## config.mk

```make
export PLATFORM = sky130hd
export DESIGN_NAME = sipo_rx
export DESIGN_NICKNAME = d
export VERILOG_FILES = /design/src/rtl/sipo_pkg.sv /design/src/rtl/sipo_rx.sv
export SDC_FILE = /design/constraint.sdc
export NUM_CORES = 1
export LEC_CHECK = 0
export BUFFER_PORTS_ARGS = -buffer_cell sky130_fd_sc_hd__clkbuf_2
export CAP_MARGIN = 20
export CORE_MARGIN = 5
export CORE_UTILIZATION = 51
export DETAILED_ROUTE_END_ITERATION = 12
export GPL_ROUTABILITY_DRIVEN = 0
export GPL_TIMING_DRIVEN = 0
export HOLD_SLACK_MARGIN = 0.02
export PLACE_DENSITY = 0.75
export SLEW_MARGIN = 5
export SYNTH_ARGS = -nofsm -noshare
export SYNTH_HDL_FRONTEND = slang
export SYNTH_SLANG_ARGS = --single-unit
```

## constraint.sdc

```tcl
create_clock -name clk -period 2.65 [get_ports clk]
set_clock_uncertainty 0.1 [all_clocks]
set_input_delay 0.1325 -clock clk [delete_from_list [all_inputs] [get_ports clk]]
set_output_delay 0.1325 -clock clk [all_outputs]
set_load 0.03 [all_outputs]
```

## src/rtl/sipo_pkg.sv

```systemverilog
// Shared definitions for the serial shift-register link (sipo_rx receiver, piso transmitter).
package sipo_pkg;

  // Default word width used by both ends of the link.
  localparam int SIPO_WIDTH = 4;

  // Receiver framing state.
  typedef enum logic {
    SIPO_IDLE  = 1'b0,
    SIPO_SHIFT = 1'b1
  } sipo_state_t;

endpackage

```

## src/rtl/sipo_rx.sv

```systemverilog
// Serial-in, parallel-out word receiver.
// Assembles framed serial bits into WIDTH-bit words. Each finished word goes into a
// valid/ready holding register. Sticky flags report dropped words and restarts mid-word.
module sipo_rx
  import sipo_pkg::*;
#(
  parameter int WIDTH     = SIPO_WIDTH,
  parameter bit MSB_FIRST = 1'b1
) (
  input  logic             clk,
  input  logic             reset,
  input  logic             sdi,
  input  logic             bit_en,
  input  logic             start,
  input  logic             clr_flags,
  output logic [WIDTH-1:0] q,
  output logic             q_valid,
  input  logic             q_ready,
  output logic             busy,
  output logic             overrun,
  output logic             frame_err
);

  localparam int              CW       = $clog2(WIDTH + 1);
  localparam logic [CW-1:0]   CNT_ONE  = CW'(1);
  localparam logic [CW-1:0]   CNT_FULL = CW'(WIDTH);

  sipo_state_t      r_state;
  sipo_state_t      w_state_next;
  logic [CW-1:0]    r_cnt;
  logic [CW-1:0]    w_cnt_next;
  logic [CW-1:0]    w_cnt_after;
  logic [WIDTH-1:0] r_sr;
  logic [WIDTH-1:0] w_sr_next;
  logic [WIDTH-1:0] w_shift_sr;
  logic [WIDTH-1:0] w_fresh_sr;
  logic [WIDTH-1:0] r_q;
  logic             r_q_valid;
  logic             r_overrun;
  logic             r_frame_err;
  logic             w_complete;
  logic             w_frame_set;
  logic             w_overrun_set;
  logic             w_load;

  // Shift direction. A fresh word starts with only the current bit in place, so no stale
  // bits from an aborted word can leak into the next one.
  generate
    if (WIDTH == 1) begin : g_w1
      assign w_shift_sr = sdi;
      assign w_fresh_sr = sdi;
    end else if (MSB_FIRST) begin : g_msb
      assign w_shift_sr = {r_sr[WIDTH-2:0], sdi};
      assign w_fresh_sr = {{(WIDTH-1){1'b0}}, sdi};
    end else begin : g_lsb
      assign w_shift_sr = {sdi, r_sr[WIDTH-1:1]};
      assign w_fresh_sr = {sdi, {(WIDTH-1){1'b0}}};
    end
  endgenerate

  // Next-state logic: consume qualified bits, detect word completion and restarts mid-word.
  always_comb begin
    w_state_next = r_state;
    w_cnt_next   = r_cnt;
    w_cnt_after  = r_cnt;
    w_sr_next    = r_sr;
    w_complete   = 1'b0;
    w_frame_set  = 1'b0;
    if (bit_en && (start || (r_state == SIPO_SHIFT))) begin
      if (start) begin
        w_sr_next   = w_fresh_sr;
        w_cnt_after = CNT_ONE;
        w_frame_set = (r_state == SIPO_SHIFT);
      end else begin
        w_sr_next   = w_shift_sr;
        w_cnt_after = r_cnt + CNT_ONE;
      end
      if (w_cnt_after == CNT_FULL) begin
        w_complete   = 1'b1;
        w_state_next = SIPO_IDLE;
        w_cnt_next   = '0;
      end else begin
        w_state_next = SIPO_SHIFT;
        w_cnt_next   = w_cnt_after;
      end
    end
  end

  // A finished word is taken if the holding register is free or is being drained this edge.
  assign w_load        = w_complete && (!r_q_valid || q_ready);
  assign w_overrun_set = w_complete && r_q_valid && !q_ready;

  // Framing state, bit counter and shift register.
  always_ff @(posedge clk or posedge reset) begin
    if (reset) begin
      r_state <= SIPO_IDLE;
      r_cnt   <= '0;
      r_sr    <= '0;
    end else begin
      r_state <= w_state_next;
      r_cnt   <= w_cnt_next;
      r_sr    <= w_sr_next;
    end
  end

  // Output holding register with valid/ready handshake.
  always_ff @(posedge clk or posedge reset) begin
    if (reset) begin
      r_q       <= '0;
      r_q_valid <= 1'b0;
    end else if (w_load) begin
      r_q       <= w_sr_next;
      r_q_valid <= 1'b1;
    end else if (r_q_valid && q_ready) begin
      r_q_valid <= 1'b0;
    end
  end

  // Sticky error flags. A set event on the same edge as a clear takes priority.
  always_ff @(posedge clk or posedge reset) begin
    if (reset) begin
      r_overrun   <= 1'b0;
      r_frame_err <= 1'b0;
    end else begin
      if (w_overrun_set)  r_overrun <= 1'b1;
      else if (clr_flags) r_overrun <= 1'b0;
      if (w_frame_set)    r_frame_err <= 1'b1;
      else if (clr_flags) r_frame_err <= 1'b0;
    end
  end

  assign q         = r_q;
  assign q_valid   = r_q_valid;
  assign busy      = (r_state == SIPO_SHIFT);
  assign overrun   = r_overrun;
  assign frame_err = r_frame_err;

endmodule
```

Word-level counts from Yosys, hierarchy flattened

Index checks and enable logic that the tools add are counted.
W data, S select, Z words.

Flip-flop bits (word level): 15
Input bits: 7
Output and inout bits: 8
Word-level logic and storage cells: 36

$add $sub $neg: 1
Equal/unequal tests: 1
Multiplexer cells: 15
Reduce and logical (&&, ||, !) cells: 12

Operator list:

| kind                  | count |
|---|---|
| $mux W1               | 10 |
| $mux W3               | 3 |
| $mux W4               | 2 |
| $reduce_bool A2 Y1    | 3 |
| $logic_and A1 B1 Y1   | 5 |
| $add A3 B1 Y3 const B | 1 |
| $eq A3 B3 Y1 const B  | 1 |
| $logic_not A1 Y1      | 2 |
| $logic_or A1 B1 Y1    | 2 |

Logic depth before layout (Yosys ltp)

Gate-level depths: netlist of run 1.

Depth after elaboration: 9
Depth in mapped cells: 4
Mapped depth without buffers: 4

Least setup slack after synthesis of run 1

Ideal clock, no wire load.

Kind: reg-to-reg
Start: register r_cnt[0]
End: register r_q[0] (netlist: q[0])
Library setup time: 125 ps
Data arrival time: 1648 ps
Data required time: 2425 ps
Setup slack: 778 ps
Cell stages (with the launch flop): 5
Period minus slack after synthesis: 1872 ps
Cell sequence: dfrtp_1 ha_1 nand2b_4 nor4b_4 mux2_2

Cells in the longest elaborated chain, start to end: 7

Ends and longest elaborated chain:

| item                   | RTL line       | text |
|---|---|---|
| from (decl)            | sipo_rx.sv:30  | `logic [CW-1:0] r_cnt;` |
| from (signal assigned) | sipo_rx.sv:101 | `r_cnt <= w_cnt_next;` |
| $add A3 B1 Y3          | sipo_rx.sv:76  | `w_cnt_after = r_cnt + CNT_ONE;` |
| $mux W3                | sipo_rx.sv:70  | `if (start) begin` |
| $mux W3                | sipo_rx.sv:69  | `if (bit_en && (start \|\| (r_state == SIPO_SHIFT))) begin` |
| $eq A3 B3 Y1           | sipo_rx.sv:78  | `if (w_cnt_after == CNT_FULL) begin` |
| $mux W1                | sipo_rx.sv:78  |  |
| $mux W1                | sipo_rx.sv:69  |  |
| $logic_and A1 B1 Y1    | sipo_rx.sv:90  | `assign w_load = w_complete && (!r_q_valid \|\| q_ready);` |
| to (signal assigned)   | sipo_rx.sv:112 | `r_q <= w_sr_next;` |
| to (decl)              | sipo_rx.sv:37  | `logic [WIDTH-1:0] r_q;` |

Every way passes these cells. The select of a mux whose other input is x is not followed.
A chain may end at the register's enable or synchronous reset.

Worst setup path in the final report of run 1

Start: register r_cnt[0]
End: register r_q[2] (netlist: q[2])

The elaborated chain is that of the path after synthesis.

==> results of run 1 <==
==> power breakdown <==
group / switching, mW / internal (mW)
sequential: 0.0599 / 0.295
combinational: 0.202 / 0.165
clock: 0.0720 / 0.0560
==> worst max-delay path, delay by kind of cell (launching register included) <==
kind | cells | cell delay, ns
adder cells (fa/ha/maj) | 1 | 0.36
multiplexers | 1 | 0.38
AND/OR/NAND/NOR | 2 | 0.62
flip-flops | 1 | 0.47
==> placed cells by master (no fill, tap or decap), types with 2 or more instances in the layout <==
cell type | netlist | layout
a21oi_1 | 2 | 2
a221o_1 | 2 | 2
and2b_1 | 2 | 2
and2b_4 | 2 | 2
clkbuf_2 | 0 | 13
clkbuf_4 | 0 | 3
dfrtp_1 | 15 | 15
dlygate4sd3_1 | 0 | 3
inv_1 | 5 | 5
mux2_2 | 4 | 4
nor2_1 | 3 | 3
o22ai_1 | 2 | 2
==> cell families after synthesis <==
family	Yosys count	synth area share, %
buffers and inverters	7	4.70
multiplexers	5	8.05
XOR/XNOR	1	1.17
AO/OA/AOI/OAI	13	13.3
AND/OR/NAND/NOR	18	20.8
flip-flops	15	50.3
adder cells (fa/ha/maj)	1	1.68
==> per-stage QoR <==
stage	area (µm²)	util, %	worst slack [ns]
after floorplan	746	-	0.778
after global placement	830	61.4	0.652
after detailed placement	830	61.4	0.607
after CTS	887	65.7	0.594
after global routing	887	65.7	0.513
final	887	65.7	0.607
==> final cells by class <==
cell class                 instances  area (µm²)  share of cell area (%)
timing repair buffer              16        95.1                    10.7
multi-input combinational         38         335                    37.8
buffer                             2        16.3                    1.83
inverter                           5        18.8                    2.12
clock buffer                       3        22.5                    2.54
sequential                        15         375                    42.3
clock inverter                     1        5.00                   0.564
tap                               15        18.8                    2.12
==> repair_timing <==
action	in CTS	in global routing
hold buffers	3	0
endpoints found under the hold margin	17	0
resized for setup	0	0
==> metal layers <==
| metal | part of all wire, % | GRT usage, % |
|---|---|---|
| met3 | 5.3 | 3.32 |
| met1 | 46 | 14.9 |
| met4 | 2.6 | 9.68 |
| met5 | 0 | 0 |
| met2 | 46 | 21.1 |
==> worst min-delay path by stage <==
stage,to,slack (ns),depth (start not counted)
after floorplan,busy$_DFFE_PP0P_,-0.07,1
after global placement,q[3]$_DFFE_PP0P_,0.09,2
after detailed placement,q[3]$_DFFE_PP0P_,0.09,2
after CTS,overrun$_DFFE_PP0P_,0.05,3
after global routing,q_valid$_DFFE_PP0P_,0.08,3
final,q_valid$_DFFE_PP0P_,0.06,3
==> state kept, by name (all words and copies together) (netlist names) <==
| name | flops |
|---|---|
| q_valid | 1 |
| q | 4 |
| busy | 1 |
| r_cnt | 3 |
| overrun | 1 |
| frame_err | 1 |
| r_sr | 4 |
==> impl_results.md, run 1 <==
- Clk buf depth: 2
- Synth area leader: dfrtp_1
- Max-cap viol count: 0
- Ratio of cells with drive above 1 in the final layout: 37.5%
- Synthesis-stage register bit count: 15
- CTS tree: done
- Critical path class: reg2reg
- Critical R2R Launch: r_cnt[0]$_DFFE_PP0P_
- Slew Limit Fails: 0
- Area added between synthesis and finish: 19.0%
- Req. time, crit path: 2.72 ns
- Slowest-stage cell, CP: dfrtp_1
- Worst r2r dst: q[2]$_DFFE_PP0P_
- Crit path max fanout: 6
- Endpoint class of the critical path: flip-flop
- Worst-Skew Late Latency: 0.28 ns
- Path depth of the worst reg2reg path: 4
- Worst rel slew slack: 64.2%
- I/O Pins: 15
- Synth area leaders: dfrtp_1 50%, mux2_2 6.0%, nor4b_4 3.2%, a221o_1 2.7%, and2b_4 2.7%
- Worst vdd ir: 0.506 mV
- PortBufs: 13
- ANT cells: 0
- First-pass GRT wire length: 1970 µm
- Hold WS: 0.0553 ns
- Final non-filler cell total: 95
- Vias per cell: 5.36
- Post-synthesis cell type count: 32
- Fin Setup TNS: 0 ns
- # DRC: 0
- Postcts setup bufs: 0
- F_max: 0.489 GHz
- Setup crit start: r_cnt[0]$_DFFE_PP0P_
- Hold Crit Start: q_ready
- FF-to-FF setup slack: 0.61 ns
- Largest net degree at the start of global routing: 16
- Period utilisation layout: 77.1%
- Worst-path cell chain: ha_1, nand2b_4, nor4b_4, mux2_2
- HPWL after DPL: 963 µm
- CP Launch Type: flip-flop
- Yosys warns: 0
- Worst Hold Class: in2reg
- DP Cell Count: 88
- Leakage Power: 0.443 nW
- CTS Root Cell: clkbuf_4
- Top_reg_cell synth: dfrtp_1
- Setup violations, final: 0
- H-tree Lvls: 1
- Antenna-violating nets left: 0
- Critical Path AT: 2.12 ns
- Total power: 0.850 mW
- Commonest cells post-synth: 15 x dfrtp_1, 5 x inv_1, 4 x mux2_2
- Syn_area_per_cell: 12.4 µm²
- Mapped Nets: 68
- Most common cell in the synthesized netlist: dfrtp_1
- Final net count: 89
- Critical path's largest stage delay: 0.47 ns
- Num CTS Buffers: 3
- Sequential-to-total area share from yosys stat: 50.3%
- Synth Cell Area: 746 µm²
- 1st-iter DRT viols: 11
- WL final: 1260 µm
- RSZ-0062 raised after global routing: no
- Initial antenna violation count: 0
- Fill cells: 111
- Power Density: 959 mW/mm²
- GRT Overall Usage: 13.1%
- Endpoints failing hold: 0
- Synthesized instance count: 60
- Area share of the leading cell type in the synthesized netlist: 50.3%
- Die Width: 48.2 µm
- WL per Instance: 13.2 µm
- Status: completed
- Post-synth EDFFs: 0
- Core box area: 0.00135 mm²
- Async SR Flop Fraction: 100%
- CTS sink count: 15
- TritonRoute pass-1 iters: 5
- Overflow after GRT: 0
- Die Span Y: 48.2 µm
- Starting Density: 55.2%
- Clk slew on worst S/H paths: 0.09 ns
- DR vias: 509
- Number of core rows: 13
- Vias in the first global route: 452
- Slew @ Worst Pin: 0.536 ns
- Post-layout min period: 2.04 ns
- DIE AREA: 0.00233 mm²
- Setup crit end: q[2]$_DFFE_PP0P_
Note: power is estimated with default switching activity, not from simulation.
==> run 2: changes to the inputs <==
==> constraint.sdc (replaced) <==
create_clock -name clk -period 2 [get_ports clk]
set_clock_uncertainty 0.1 [all_clocks]
set_input_delay 0.1 -clock clk [delete_from_list [all_inputs] [get_ports clk]]
set_output_delay 0.1 -clock clk [all_outputs]
set_load 0.03 [all_outputs]
==> impl_results.md, run 2 (same netlist as run 1, synthesis figures left out) <==
- DIE AREA: 0.00233 mm²
- Worst Hold Class: in2reg
- WL final: 1300 µm
- Reg area: 377 µm²
- Core box area: 0.00135 mm²
- Endpoint class of the critical path: flip-flop
- Area of the multi-input gates: 348 µm²
- Critical Path AT: 1.93 ns
- Req. time, crit path: 2.07 ns
- Power Density: 1250 mW/mm²
- Post-layout min period: 1.86 ns
- CTS sink count: 15
- Worst-Skew Late Latency: 0.28 ns
- Critical path class: reg2reg
- ANT cells: 0
- Most frequent cells in the layout: 14 x dfrtp_1, 13 x clkbuf_2, 5 x inv_1, 5 x dlygate4sd3_1, 4 x mux2_2
- Crit path max fanout: 6
- Die Span Y: 48.2 µm
- DR vias: 530
- I/O Pins: 15
- PortBufs: 13
- WL per Instance: 13.3 µm
- Vias per cell: 5.41
- Leakage Power: 0.456 nW
- Slew Limit Fails: 0
- H-tree Lvls: 1
- Fin worst setup slack: 0.145 ns
- Fill cells: 106
- Slew @ Worst Pin: 0.537 ns
- Worst vdd ir: 0.731 mV
- Worst rel slew slack: 64.2%
- Dpl ws: -0.0431 ns
- First-pass GRT wire length: 2000 µm
- Number of core rows: 13
- Overflow after GRT: 0
- Period utilisation layout: 92.8%
- Endpoints failing hold: 0
- Setup violations, final: 0
- HPWL after DPL: 963 µm
- Hold WS: 0.0617 ns
- TritonRoute pass-1 iters: 4
- CTS Root Cell: clkbuf_4
- Num CTS Buffers: 3
- GRT Overall Usage: 13.2%
- Starting Density: 55.2%
- Die Width: 48.2 µm
- Antenna-violating nets left: 0
- Final net count: 92
- CP Launch Type: flip-flop
- Status: completed
- CTS tree: done
- Max-cap viol count: 0
- 1st-iter DRT viols: 6
- Vias in the first global route: 462
- Ratio of cells with drive above 1 in the final layout: 39.8%
- F_max: 0.539 GHz
- # DRC: 0
- RSZ-0062 raised after global routing: no
- Initial antenna violation count: 0
- Largest net degree at the start of global routing: 16
- Clk buf depth: 2
- Clk slew on worst S/H paths: 0.09 ns
- Area added between synthesis and finish: 24.5%
- Most common cell after layout, fill and taps aside: dfrtp_1
==> run 2: final cells by class <==
cell class                 count  area share [%]
buffer                         2            1.75
clock inverter                 1           0.539
multi-input combinational     38            37.5
inverter                       5            2.02
tap                           15            2.02
sequential                    15            40.6
clock buffer                   3            2.43
timing repair buffer          19            13.2
==> run 2: power by group <==
group | internal (mW) | switching [mW]
clock network | 0.0743 | 0.0962
registers | 0.393 | 0.0871
logic | 0.244 | 0.271
total | 0.710 | 0.454
==> run 2: per-stage QoR <==
| step | power, mW | instance area, µm² | setup TNS, ns | util, % | cells |
|---|---|---|---|---|---|
| after detailed placement | 0.964 | 830 | -0.118 | 61.4 | 88 |
| after floorplan | 0.850 | 746 | 0 | - | 60 |
| final | 1.16 | 928 | 0 | 68.8 | 98 |
| after global placement | 0.945 | 830 | 0 | 61.4 | 88 |
| after CTS | 1.15 | 915 | 0 | 67.7 | 98 |
| after global routing | 1.24 | 928 | 0 | 68.8 | 98 |
==> run 2: worst paths after layout <==
path / slack, ns / startpoint / cells after the start / end
hold reg to reg: 0.41 / q[1]$_DFFE_PP0P_ / 1 / q[1]$_DFFE_PP0P_
setup / recovery: 0.14 / r_cnt[0]$_DFFE_PP0P_ / 5 / q[2]$_DFFE_PP0P_
setup reg to reg: 0.14 / r_cnt[0]$_DFFE_PP0P_ / 5 / q[2]$_DFFE_PP0P_
max in group asynchronous: 1.14 / reset / 3 / r_cnt[0]$_DFFE_PP0P_
hold / removal: 0.06 / bit_en / 2 / r_cnt[1]$_DFFE_PP0P_
min in group asynchronous: 0.27 / reset / 3 / q[3]$_DFFE_PP0P_
==> run 2: metal layers <==
layer	track usage, %	part of all wire (%)
met1	15.1	45
met2	21.1	46
met3	3.32	5.5
met4	9.68	2.8
met5	0	0
==> run 2: worst max-delay path, stage by stage (launching register included) <==
cell      delay (ns)
dfrtp_2         0.48
ha_4            0.27
nand2b_4        0.15
nor4b_4         0.24
buf_4           0.18
mux2_2          0.33
==> run 2: timing repair <==
action,4_1_cts,5_1_grt
gates resized for setup,0,2
hold buffers,5,0
setup endpoints to repair,4,4
buffers inserted,1,0
pin swaps,1,0
endpoints found under the hold margin,20,0
